==> src/rtl/dmem_arb_pkg.sv <==
// Shared types and constants for the data-memory arbiter.
package dmem_arb_pkg;

  localparam int DATA_W = 32;

  localparam logic REQ_CPU = 1'b0;
  localparam logic REQ_DMA = 1'b1;

  typedef enum logic [1:0] {
    IDLE   = 2'd0,
    ACCESS = 2'd1,
    RESP   = 2'd2
  } state_e;

endpackage

==> src/rtl/dmem_arb_pick.sv <==
// Combinational winner select between the CPU and DMA requesters.
// DMEM_ARB_RR_EN selects round-robin on ties; otherwise the CPU always wins.
module dmem_arb_pick
  import dmem_arb_pkg::*;
(
  input  logic r0_req,
  input  logic r1_req,
`ifdef DMEM_ARB_RR_EN
  input  logic last_grant,
`endif
  output logic grant_valid,
  output logic grant_id
);

  always_comb begin
    grant_valid = r0_req | r1_req;
    grant_id    = REQ_CPU;
    if (r0_req && r1_req) begin
`ifdef DMEM_ARB_RR_EN
      grant_id = ~last_grant;
`else
      grant_id = REQ_CPU;
`endif
    end else if (r1_req) begin
      grant_id = REQ_DMA;
    end
  end

endmodule

==> src/rtl/dmem_arbiter.sv <==
// Two-port arbiter and IDLE/ACCESS/RESP sequencer for the single-port data memory.
// Define DMEM_ARB_RR_EN for round-robin arbitration (default: fixed priority, r0 first).
module dmem_arbiter
  import dmem_arb_pkg::*;
#(
  parameter int MEM_WORDS = 32
) (
  input  logic              clk,
  input  logic              reset,
  input  logic              r0_req,
  input  logic              r0_we,
  input  logic [DATA_W-1:0] r0_addr,
  input  logic [DATA_W-1:0] r0_wdata,
  output logic              r0_ack,
  output logic              r0_err,
  output logic [DATA_W-1:0] r0_rdata,
  input  logic              r1_req,
  input  logic              r1_we,
  input  logic [DATA_W-1:0] r1_addr,
  input  logic [DATA_W-1:0] r1_wdata,
  output logic              r1_ack,
  output logic              r1_err,
  output logic [DATA_W-1:0] r1_rdata,
  output logic [DATA_W-1:0] mem_addr,
  output logic [DATA_W-1:0] mem_wdata,
  output logic              mem_read,
  output logic              mem_write,
  input  logic [DATA_W-1:0] mem_rdata,
  output logic              busy
);

  localparam logic [DATA_W-1:0] MEM_LIMIT = DATA_W'(MEM_WORDS);

  state_e            state_q, state_d;
  logic              id_q, id_d;
  logic              we_q, we_d;
  logic [DATA_W-1:0] addr_q, addr_d;
  logic [DATA_W-1:0] wdata_q, wdata_d;
  logic              mem_read_q, mem_read_d;
  logic              mem_write_q, mem_write_d;
  logic              r0_ack_q, r0_ack_d;
  logic              r1_ack_q, r1_ack_d;
  logic              r0_err_q, r0_err_d;
  logic              r1_err_q, r1_err_d;
  logic              busy_q, busy_d;
`ifdef DMEM_ARB_RR_EN
  logic              last_q, last_d;
`endif

  logic              grant_valid;
  logic              grant_id;
  logic              sel_we;
  logic [DATA_W-1:0] sel_addr;
  logic [DATA_W-1:0] sel_wdata;
  logic              sel_in_range;

  dmem_arb_pick u_pick (
    .r0_req      (r0_req),
    .r1_req      (r1_req),
`ifdef DMEM_ARB_RR_EN
    .last_grant  (last_q),
`endif
    .grant_valid (grant_valid),
    .grant_id    (grant_id)
  );

  assign sel_we       = (grant_id == REQ_DMA) ? r1_we    : r0_we;
  assign sel_addr     = (grant_id == REQ_DMA) ? r1_addr  : r0_addr;
  assign sel_wdata    = (grant_id == REQ_DMA) ? r1_wdata : r0_wdata;
  assign sel_in_range = sel_addr < MEM_LIMIT;

  // Memory strobes and acks are computed one state early so every output leaves a flop.
  always_comb begin
    state_d     = state_q;
    id_d        = id_q;
    we_d        = we_q;
    addr_d      = addr_q;
    wdata_d     = wdata_q;
    mem_read_d  = 1'b0;
    mem_write_d = 1'b0;
    r0_ack_d    = 1'b0;
    r1_ack_d    = 1'b0;
    r0_err_d    = 1'b0;
    r1_err_d    = 1'b0;
`ifdef DMEM_ARB_RR_EN
    last_d      = last_q;
`endif
    case (state_q)
      IDLE: begin
        if (grant_valid) begin
          id_d    = grant_id;
          we_d    = sel_we;
          addr_d  = sel_addr;
          wdata_d = sel_wdata;
`ifdef DMEM_ARB_RR_EN
          last_d  = grant_id;
`endif
          if (sel_in_range) begin
            state_d     = ACCESS;
            mem_read_d  = ~sel_we;
            mem_write_d = sel_we;
          end else begin
            state_d  = RESP;
            r0_ack_d = (grant_id == REQ_CPU);
            r1_ack_d = (grant_id == REQ_DMA);
            r0_err_d = (grant_id == REQ_CPU);
            r1_err_d = (grant_id == REQ_DMA);
          end
        end
      end
      ACCESS: begin
        state_d  = RESP;
        r0_ack_d = (id_q == REQ_CPU);
        r1_ack_d = (id_q == REQ_DMA);
      end
      RESP: begin
        state_d = IDLE;
      end
      default: begin
        state_d = IDLE;
      end
    endcase
    busy_d = (state_d != IDLE);
  end

  always_ff @(posedge clk) begin
    if (reset) begin
      state_q     <= IDLE;
      id_q        <= REQ_CPU;
      we_q        <= 1'b0;
      addr_q      <= '0;
      wdata_q     <= '0;
      mem_read_q  <= 1'b0;
      mem_write_q <= 1'b0;
      r0_ack_q    <= 1'b0;
      r1_ack_q    <= 1'b0;
      r0_err_q    <= 1'b0;
      r1_err_q    <= 1'b0;
      busy_q      <= 1'b0;
`ifdef DMEM_ARB_RR_EN
      last_q      <= REQ_DMA;
`endif
    end else begin
      state_q     <= state_d;
      id_q        <= id_d;
      we_q        <= we_d;
      addr_q      <= addr_d;
      wdata_q     <= wdata_d;
      mem_read_q  <= mem_read_d;
      mem_write_q <= mem_write_d;
      r0_ack_q    <= r0_ack_d;
      r1_ack_q    <= r1_ack_d;
      r0_err_q    <= r0_err_d;
      r1_err_q    <= r1_err_d;
      busy_q      <= busy_d;
`ifdef DMEM_ARB_RR_EN
      last_q      <= last_d;
`endif
    end
  end

  // mem_rdata is registered in the memory, so it lines up with the RESP-cycle ack.
  assign r0_rdata  = (r0_ack_q && !we_q && !r0_err_q) ? mem_rdata : '0;
  assign r1_rdata  = (r1_ack_q && !we_q && !r1_err_q) ? mem_rdata : '0;

  assign r0_ack    = r0_ack_q;
  assign r1_ack    = r1_ack_q;
  assign r0_err    = r0_err_q;
  assign r1_err    = r1_err_q;
  assign mem_addr  = addr_q;
  assign mem_wdata = wdata_q;
  assign mem_read  = mem_read_q;
  assign mem_write = mem_write_q;
  assign busy      = busy_q;

endmodule
==> config.mk <==
export PLATFORM = sky130hd
export DESIGN_NAME = dmem_arbiter
export DESIGN_NICKNAME = d
export VERILOG_FILES = /design/src/rtl/dmem_arb_pkg.sv /design/src/rtl/dmem_arb_pick.sv /design/src/rtl/dmem_arbiter.sv
export SDC_FILE = /design/constraint.sdc
export NUM_CORES = 1
export LEC_CHECK = 0
export CAP_MARGIN = 20
export CORE_AREA = 2 2 118 120
export DETAILED_ROUTE_END_ITERATION = 7
export DIE_AREA = 0 0 120 122
export DONT_BUFFER_PORTS = 1
export PLACE_DENSITY_LB_ADDON = 0.1
export SYNTH_ARGS = -nofsm -noshare
export SYNTH_HDL_FRONTEND = slang
export SYNTH_SLANG_ARGS = --single-unit
==> constraint.sdc <==
create_clock -name clk -period 2.1 [get_ports clk]
set_input_delay 0.525 -clock clk [delete_from_list [all_inputs] [get_ports clk]]
set_output_delay 0.525 -clock clk [all_outputs]
set_load 0.05 [all_outputs]
==> metrics.md, run 1 <==
| Metric | Value |
|---|---|
| LEAKAGE | 1.60 nW |
| Clock-pin slew on the worst setup and hold paths | 0.06 ns |
| RSZ-0062 raised after global routing | no |
| Synthesized net count | 586 |
| PnR worst setup slack | 0.137 ns |
| Crit path launch | we_q |
| Post-DP HPWL | 9650 microns |
| WL per Instance | 20.4 microns |
| Post-DR vias/cell | 5.25 |
| Worst path bufs/invs | 2 |
| Pwr/cell area | 916 mW/mm^2 |
| CP max FO | 32 |
| DRT iter0 DRCs | 169 |
| Largest net degree at the start of global routing | 70 |
| Hold Startpoint | reset |
| Final Skew | 0.00480 ns |
| Max Cap Violations | 0 |
| Total wire length | 12300 microns |
| Skew-Pair Late Insertion Delay | 0.33 ns |
| Clock Tree Buf Depth | 2 |
| Multi-input gate area | 0.00207 sq mm |
| Total Power | 4.07 mW |
| Die ar. | 0.0146 sq mm |
| CP max stage delay | 0.33 ns |
| Final setup TNS | 0 ns |
| CP Data Required Time | 1.57 ns |
| Max Slew Vio Count | 0 |
| CP Capture Type | primary output |
| Tcrit/Tclk final | 0.935 |
| FFs w/ async S/R, synth | 0 |
| CP cell instances | nor3b_2, buf_6, and2_1, buf_12 |
| Avg Inst Size Synth | 8.76 sq um |
| Top cells by count, synth | dfxtp_1, and2_1, nor2_1, a21oi_1 |
| Cell count after synthesis | 420 |
| IO buf count | 0 |
| Area leader, netlist | dfxtp_1 |
| Worst VDD drop | 315 uV |
| DRC | 0 |
| CTS Root Cell | clkbuf_16 |
| Critical Path AT | 1.44 ns |
| Area grow syn2layout | 21.0% |
| Final global-route overflow total | 0 |
| Die Ht | 122 microns |
| Layout cells sized above 1 | 0.263 |
| Register area share after synthesis | 0.408 |
| Worst Setup Path Type | flop to primary output |
| Drt first pass iters | 4 |
| Total global-route track usage | 0.160 |
| Placer Congestion | 0.762 |
| Seq. cell area | 0.00150 sq mm |
| Core region area | 0.0135 sq mm |
| Antenna violations before repair | 0 |
| Die width | 120 microns |
| Sink Count | 75 |
| Total CTS buffers | 9 |
| # diodes | 0 |
| CTS Hold Bufs | 0 |
| Most numerous cell in the Yosys netlist | dfxtp_1 |
| Synth cell types | 31 |
| Status | completed |
| Slew @ Worst Pin | 0.570 ns |
| Hold Path Class | input pin to flop |
| DP Worst Slack | 0.137 ns |
| Post-synth EDFFs | 0 |
| CTS tree | built |
| Yosys Warn Count | 0 |
| CP max stage cell | dfxtp_1 |
| Site Rows | 43 |
| Final Hold Fails | 0 |
| Number of setup violations in the final report | 0 |
| Nature of the critical path startpoint | flop |
| R2R Path Start | state_q[0] |
| Final antenna-violating net count | 0 |
| Number of global-route vias before repair | 3013 |
| Top_reg_cell synth | dfxtp_1 |
| H-tree Lvls | 3 |
| First-pass GRT wire length | 17300 microns |
| Critical path's top delay family | simple AND/OR/NAND/NOR gates |
| Boundary pin count | 301 |
| Fmax | 510 MHz |
| Synth area leaders | dfxtp_1, and2_1, mux2i_1, o221ai_1, a211oi_1 |
| Net count, final | 583 |
| Total number of vias | 3160 |
| Slew headroom | 0.619 |
| Hold Worst Slack | 0.268 ns |
| Starting density of the core | 0.272 |
| Synthesized flop and latch total | 75 |
| Minimum clock period | 1.96 ns |
| Netlist Area Pre-Place | 0.00368 sq mm |
| Top cell type's share of synthesized area | 0.408 |
| Filler cells | 1379 |
-- area by class of cell --
cell class / instances / area share
Clock buffer: 11 / 0.0523
Clock inverter: 5 / 0.00675
Timing Repair Buffer: 27 / 0.0866
Sequential cell: 75 / 0.338
Multi-Input combinational cell: 304 / 0.466
Tap cell: 180 / 0.0506
-- metrics by stage --
stage	std cells	util	instance area [sq um]
floorplan	420	-	3750
global placement	586	0.309	4180
detailed placement	586	0.309	4180
CTS	602	0.329	4440
global route	602	0.329	4450
finish	602	0.329	4450
-- path summary, 6_finish.rpt --
| check | endpoint | slack, ns | depth (start not counted) |
|---|---|---|---|
| setup / recovery | r1_rdata[31] | 0.14 | 4 |
| hold reg to reg | id_q | 0.53 | 2 |
| hold / removal | mem_addr[10] | 0.27 | 1 |
| setup reg to reg | mem_wdata[19] | 0.43 | 5 |
-- placed cells by master (no fill, tap or decap) --
master,synthesis,routed
a211oi_1,33,33
a21oi_1,34,34
and2_1,65,5
and2_2,0,60
and2_4,1,1
buf_12,0,14
buf_4,3,11
buf_6,2,2
clkbuf_1,17,2
clkbuf_16,0,9
clkinv_2,0,3
clkinvlp_4,0,2
dfxtp_1,75,75
mux2_2,2,2
mux2i_1,33,33
nand2_1,33,33
nand2b_1,1,1
nand3b_1,1,1
nand4_1,3,3
nand4b_1,1,1
nor2_1,36,36
nor2b_4,0,1
nor3_1,5,5
nor3b_2,0,2
nor4_1,12,12
nor4_2,1,1
nor4b_2,1,1
o211a_1,1,1
o21a_1,2,1
o21a_4,0,1
o21ai_0,1,1
o21ai_2,0,1
o221ai_1,32,32
o311a_1,1,1
o31a_1,1,1
-- cell families after synthesis --
family,after synthesis,share of synthesized area
compound gates,106,0.204
buf+inv,41,0.0561
flops,75,0.408
mux,35,0.0960
simple gates,163,0.235
-- timing repair --
| item | 4_1_cts | 5_1_grt |
|---|---|---|
| gates resized for setup | 0 | 2 |
| setup buffers | 0 | 0 |
| setup endpoints to repair | 0 | 64 |
-- layer usage --
layer  track usage  vias up  share of wire
met5             0        -              0
met4        0.0581        0          0.013
met3        0.0768        9           0.12
met2         0.286      176           0.52
met1         0.161     1449           0.35
li1              -     1526              -
-- where the power goes --
| part | total (mW) | leakage [nW] | internal (mW) | switching [mW] |
|---|---|---|---|---|
| registers | 2.05 | 0.621 | 1.55 | 0.502 |
| clock network | 1.37 | 0.125 | 0.793 | 0.574 |
| logic | 0.650 | 0.851 | 0.234 | 0.416 |
-- worst reg2reg max path, cell delays in order, from the launching register on --
cell,delay [ns]
dfxtp_1,0.37
nor2_1,0.30
and2_1,0.21
buf_4,0.32
o221ai_1,0.23
a21oi_1,0.17
No activity file was read; power rests on OpenSTA's default activity.
==> run 2, diff against run 1 <==
- CTS_CLUSTER_SIZE: not set -> 16
- PLACE_DENSITY: not set -> 0.52
- PLACE_DENSITY_LB_ADDON: 0.1 -> not set
==> metrics.md, run 2 (synthesized netlist as in run 1, its figures left out) <==
| Metric | Value |
|---|---|
| Status | completed |
| Combinational share of power | 0.144 |
| Pwr/cell area | 1000 mW/mm^2 |
| LEAKAGE | 1.57 nW |
| Most common cell after layout, fill and taps aside | dfxtp_1 |
| Final Skew | 0.00670 ns |
| Post-DR vias/cell | 5.21 |
| Core region area | 0.0135 sq mm |
| Number of global-route vias before repair | 2898 |
| Clock Tree Buf Depth | 2 |
| WL per Instance | 18.5 microns |
| H-tree Lvls | 3 |
| IO buf count | 0 |
| Final Hold Fails | 0 |
| Site Rows | 43 |
| Final antenna-violating net count | 0 |
| Total CTS buffers | 9 |
| Die ar. | 0.0146 sq mm |
| Boundary pin count | 301 |
| Hold Path Class | input pin to flop |
| Placer Congestion | 0.736 |
| Slew headroom | 0.597 |
| R2R Path Start | state_q[0] |
| Layout cells sized above 1 | 0.253 |
| CTS Hold Bufs | 0 |
| Worst VDD drop | 380 uV |
| Skew-Pair Late Insertion Delay | 0.34 ns |
| DRT iter0 DRCs | 130 |
| Hold Path Sink | mem_addr[13] |
| Hold path cells | 1 |
| Commonest cells after routing, fill and taps aside | dfxtp_1, and2_2, nor2_1, a21oi_1 |
| Total number of vias | 3102 |
| Net count, final | 576 |
| Final setup TNS | 0 ns |
| Starting density of the core | 0.272 |
| CP cell instances | nor3b_2, buf_4, and2_2 |
| CP Capture Type | primary output |
| Die width | 120 microns |
| Final global-route overflow total | 0 |
| Number of setup violations in the final report | 0 |
| Minimum clock period | 2.01 ns |
| R2R setup slack | 0.32 ns |
| Switching share of total power | 0.348 |
| Worst R2R End | mem_write |
| Sink Count | 75 |
| Fmax | 499 MHz |
| Clock-pin slew on the worst setup and hold paths | 0.06 ns |
| Worst Setup Path Type | flop to primary output |
| Max Cap Violations | 0 |
| Cell Int Power | 2.85 mW |
| Sw Pwr | 1.52 mW |
| CP Data Required Time | 1.57 ns |
| First-pass GRT wire length | 15400 microns |
| Total wire length | 11000 microns |
| Die Ht | 122 microns |
| RSZ-0062 raised after global routing | no |
| Clock share of power | 0.386 |
| Sequential power share | 0.470 |
| Nature of the critical path startpoint | flop |
| Total global-route track usage | 0.138 |
| Largest net degree at the start of global routing | 70 |
| Post-DP HPWL | 8510 microns |
| CP max FO | 32 |
| Drt first pass iters | 4 |
| CP max stage cell | and2_2 |
| Area grow syn2layout | 18.8% |
| Antenna violations before repair | 0 |
| Tcrit/Tclk final | 0.955 |
| Total Power | 4.37 mW |
| Critical Path AT | 1.48 ns |
| CTS tree | built |
| CTS Root Cell | clkbuf_16 |
| CP max stage delay | 0.36 ns |
| # diodes | 0 |
| Hold Startpoint | reset |
| DRC | 0 |
| Max Slew Vio Count | 0 |
| Worst-case reg-to-reg path depth | 5 |
| Slew @ Worst Pin | 0.604 ns |
| Crit path launch | we_q |
-- run 2: cell count changes in the layout (fill, tap and decap cells not counted), sizes merged --
cell      delta
buf          -7
bufinv       +2
clkinv       -2
clkinvlp     -1
inv          +1
-- run 2: power by group through the flow --
stage	clock, mW	combinational [mW]	sequential, mW
detailed placement	0	0.635	2.09
floorplan	0	0.533	2.07
global route	1.80	0.685	2.07
finish	1.69	0.628	2.06
global placement	0	0.619	2.09
CTS	1.75	0.635	2.06
-- run 2: timing repair --
action                                  in CTS  in global routing
buffers inserted                             0                  0
gates resized for setup                      0                  1
endpoints found under the setup margin       0                  9
-- run 2: layout make-up --
type / count / area [sq um]
Timing Repair Buffer: 20 / 241
Tap cell: 180 / 225
Clock inverter: 5 / 85.1
Sequential cell: 75 / 1500
Multi-Input combinational cell: 304 / 2070
Clock buffer: 11 / 243
Fill cell: 1399 / 9140
-- run 2: worst max-delay path by stage --
stage,depth (start not counted),to,slack [ns]
CTS,4,r1_rdata[0],0.05
global route,4,r1_rdata[0],0.01
floorplan,3,r0_rdata[10],0.02
finish,3,r1_rdata[6],0.09
global placement,4,state_q[1],0.18
detailed placement,4,state_q[1],0.09
-- run 2: metal layers --
metal | up-vias | GRT usage | share of wire
li1 | 1507 | - | -
met1 | 1421 | 0.159 | 0.40
met2 | 158 | 0.228 | 0.49
met3 | 16 | 0.0459 | 0.081
met4 | 0 | 0.0699 | 0.023
met5 | - | 0 | 0
-- run 2: per-stage QoR --
step	std cells	setup WS, ns	utilization	hold slack (ns)	cell area (sq um)
floorplan	420	0.0247	-	0.488	3750
global placement	579	0.175	0.299	0.529	4040
detailed placement	579	0.0866	0.299	0.535	4040
CTS	595	0.0474	0.323	0.242	4370
global route	595	0.0111	0.324	0.245	4370
finish	595	0.0940	0.324	0.258	4370
-- run 2: worst max-delay path, delay by kind of cell (launching register included) --
family                 cells  cell delay (ns)
DFF                        1             0.34
and+or+nand+nor            2             0.53
buffers and inverters      1             0.27
